==> config.mk <==
export PLATFORM = sky130hd
export DESIGN_NAME = modn_updown_counter
export DESIGN_NICKNAME = d
export VERILOG_FILES = /design/src/rtl/modn_updown_counter.sv
export SDC_FILE = /design/constraint.sdc
export NUM_CORES = 1
export LEC_CHECK = 0
export ABC_AREA = 1
export CAP_MARGIN = 15
export CORE_MARGIN = 4
export CORE_UTILIZATION = 30
export CTS_BUF_LIST = sky130_fd_sc_hd__clkbuf_8
export DETAILED_ROUTE_END_ITERATION = 8
export MAX_ROUTING_LAYER = met4
export PLACE_DENSITY_LB_ADDON = 0.12
export SKIP_LAST_GASP = 1
export SLEW_MARGIN = 10
export SYNTH_ARGS = -nofsm -noshare
export SYNTH_HDL_FRONTEND = slang
export SYNTH_SLANG_ARGS = --single-unit
==> constraint.sdc <==
create_clock -name clk -period 3.75 [get_ports clk]
set_clock_uncertainty 0.15 [all_clocks]
set_input_delay 0.375 -clock clk [delete_from_list [all_inputs] [get_ports clk]]
set_output_delay 0.375 -clock clk [all_outputs]
set_load 0.005 [all_outputs]
==> src/rtl/modn_updown_counter.sv <==
// Parametrised modulo-N up/down counter with load, one-shot mode, wrap/done flags and Gray copy.
// Latency: q, wrap, done update one edge after inputs are sampled; no backpressure (always accepts).
module modn_updown_counter #(
  parameter int WIDTH   = 4,
  parameter int MODULUS = 16
) (
  input  logic             clk,
  input  logic             rst,
  input  logic             en,
  input  logic             up_dn,
  input  logic             load,
  input  logic [WIDTH-1:0] d,
  input  logic             one_shot,
  output logic [WIDTH-1:0] q,
  output logic [WIDTH-1:0] q_gray,
  output logic             tc,
  output logic             wrap,
  output logic             done
);

  if (MODULUS < 2 || MODULUS > (2 ** WIDTH)) begin : g_bad_modulus
    $error("modn_updown_counter: MODULUS must satisfy 2 <= MODULUS <= 2**WIDTH");
  end

  localparam logic [WIDTH-1:0] MAXV = WIDTH'(MODULUS - 1);
  localparam logic [WIDTH-1:0] ONE  = WIDTH'(1);

  logic [WIDTH-1:0] q_nxt;
  logic             wrap_nxt;
  logic             done_nxt;

  assign tc     = up_dn ? (q == MAXV) : (q == '0);
  assign q_gray = q ^ (q >> 1);

  // Terminal step either wraps (pulse wrap) or, in one-shot mode, parks q and sets done.
  always_comb begin
    q_nxt    = q;
    wrap_nxt = 1'b0;
    done_nxt = done;
    if (load) begin
      q_nxt    = (d > MAXV) ? MAXV : d;
      done_nxt = 1'b0;
    end else if (en && !done) begin
      if (tc) begin
        if (one_shot) begin
          done_nxt = 1'b1;
        end else begin
          q_nxt    = up_dn ? '0 : MAXV;
          wrap_nxt = 1'b1;
        end
      end else begin
        q_nxt = up_dn ? (q + ONE) : (q - ONE);
      end
    end
  end

  always_ff @(posedge clk) begin
    if (!rst) begin
      q    <= '0;
      wrap <= 1'b0;
      done <= 1'b0;
    end else begin
      q    <= q_nxt;
      wrap <= wrap_nxt;
      done <= done_nxt;
    end
  end

endmodule

==> impl_metrics.tcl <==
set metrics [dict create \
    synth_fp_nets 102 \
    cp_num_buf_inv 3 \
    worstPathMaxFanout 5 \
    critPathTopFamily "buffers and inverters" \
    cts_root_buffer "clkbuf_8" \
    rows 15 \
    syn_area_um2 554 \
    p_per_area_nw_per_um2 334 \
    intPower_uw 194 \
    synth_cell_type_count 18 \
    final_common_cell "nand2_1" \
    synth_top_cell_by_area "dfxtp_1" \
    place.port_buffers 20 \
    switching_share_pct 28.9 \
    grt_use_total_pct 10.8 \
    drive_above_1_share_pct 13.1 \
    fillerInstances 178 \
    finalMaxSlewViolations 0 \
    num_antenna_cells 0 \
    die_h_um 51.0 \
    max_cap_violations 0 \
    postSynthCellCount 85 \
    crit_slowest_cell "clkdlybuf4s50_1" \
    switching_power_uw 79.1 \
    initial_core_util_pct 31.8 \
    clk_pin_slew_ns 0.03 \
    utilization_pct 47.0 \
    pwr-share-seq_pct 28.3 \
    rsz0062_at_grt "no" \
    place_hpwl_um 1010 \
    antenna_found_initial 0 \
    cts_buffer_depth 2 \
    grt_pass1_wl_um 2050 \
    final_nets 126 \
    seq_area_um2 120 \
    avgViaCountPerCell 4.21 \
    grt_pass1_vias 509 \
    min_path_type "register to register" \
    die_w_um 51.0 \
    cts-buffers-inserted 3 \
    gp_congestion 0.803 \
    multi_input_area_um2 378 \
    arrival_ns 1.72 \
    crit_path_end_kind "output pin" \
    criticalPathCategory "input pin to output pin" \
    cp_common_cell "clkdlybuf4s50_1" \
    synth_top_area_share_pct 21.7 \
    cts.sinks 6 \
    routed_wirelength_um 1190 \
    period_minus_slack_ns 2.25 \
    cts_hold_buf 0 \
    final_cell_mix "24 x nand2_1, 20 x clkdlybuf4s50_1, 15 x nor2_1, 11 x inv_1" \
    drc_errors 0 \
    cts_tree "done" \
    worst_slew_pin_slew_ns 0.278 \
    ant_nets 0 \
    htree_levels 1 \
    syn_to_final_growth_pct 47.9 \
    cts_resized 0 \
    slowest_delay_ns 0.50 \
    power_frac_comb_pct 37.1 \
    seq_area_frac_synth_pct 21.7 \
    setup_viol 0 \
    synth.area.top_cells "dfxtp_1 22%, nand2_1 16%, ha_1 14%, nor2_1 10%, inv_1 7.4%" \
    yosysWarnings 0 \
    start_kind "input pin" \
    ir_drop_mv 0.156 \
    drt_iter0_markers 12 \
    slew_headroom_pct 81.4 \
    period_share_pct 59.9 \
    via_count 556 \
    required_ns 3.22 \
    cts_setup_buffers 0 \
    crit_chain "clkdlybuf4s50_1 -> inv_2 -> nand3_2 -> nand2_4 -> clkdlybuf4s50_1" \
    io_pins 21 \
    tns_ns 0 \
    post_drt_wl_per_cell_um 8.99 \
    fmax_mhz 445 \
    power.share.clock_pct 34.6 \
    status "complete, no violations" \
    dieArea_um2 2600 \
    overflow 0 \
    coreArea_um2 1750 \
    ys_seq_elements 6 \
    p_leak_uw 0.000410 \
    firstDrtPassIters 4 \
    grt_max_degree 8 \
    insertion_delay_ns 0.22 \
    syn_avg_cell_area_um2 6.52 \
    hold_viol_final 0 \
]
-- sequential cells by signal (all words and copies together), names as in the netlist --
register  count
q             4
wrap          1
done          1
-- synth_stat cells --
master,number
buf_4,1
nor3_1,1
inv_1,11
nand2_2,1
o21ai_0,1
nand2_4,3
or2_2,3
ha_1,6
nand3_1,3
dfxtp_1,6
a21oi_1,3
nor2_1,15
nand3_2,2
nand2_1,24
xnor2_1,1
xor2_1,1
inv_2,2
fa_1,1
-- tightest hold or removal path: stages, from the launching register on --
cell and delay [ns]:
dfxtp_1 0.30, inv_1 0.06, a21oi_1 0.06
-- routing by layer --
layer / up-vias / GRT usage (%) / part of all wire, %
met3: 0 / 1.75 / 6.1
met2: 20 / 16.7 / 47
met5: - / - / 0
li1: 303 / - / -
met4: 0 / 8.07 / 0
met1: 233 / 12.5 / 47
-- area by class of cell --
cell class,count,area share [%]
Clock buffer,3,5.04
Inverter,13,5.95
Multi-Input combinational cell,65,46.1
Sequential cell,6,14.7
Tap cell,25,3.82
Timing Repair Buffer,20,24.4
-- final timing paths --
path	start	endpoint	slack (ns)	cells past startpoint
min	done	done	0.32	2
max reg2reg	q[1]	q[0]	2.16	8
max	up_dn	tc	1.50	5
min reg2reg	done	done	0.32	2
-- power groups by stage --
stage | registers, uW | logic, uW | clock network [uW]
floorplan | 77.3 | 56.1 | 0
global placement | 78.5 | 103 | 0
detailed placement | 78.6 | 102 | 0
CTS | 77.7 | 103 | 98.5
global route | 79.0 | 116 | 102
finish | 77.4 | 101 | 94.7
-- logic make-up after synthesis --
kind of cell / Yosys count / share of synthesized area [%]
and+or+nand+nor: 52 / 44.2
buffers and inverters: 14 / 10.2
adders and majority gates: 7 / 17.2
DFF: 6 / 21.7
AOI/OAI and AO/OA: 4 / 3.61
xor gates and xnor gates: 2 / 3.16
-- through the flow --
| step | hold WS [ns] | setup slack [ns] | total power, uW | instances | area, um^2 |
|---|---|---|---|---|---|
| 2_1_floorplan | 0.302 | 2.21 | 133 | 85 | 554 |
| 3_3_place_gp | 0.311 | 1.52 | 181 | 129 | 778 |
| 3_5_place_dp | 0.320 | 1.51 | 181 | 129 | 778 |
| 4_1_cts | 0.324 | 1.50 | 279 | 132 | 820 |
| 5_1_grt | 0.367 | 1.41 | 297 | 132 | 820 |
| 6_report | 0.319 | 1.50 | 273 | 132 | 820 |
No activity file was read; power rests on OpenSTA's default activity.
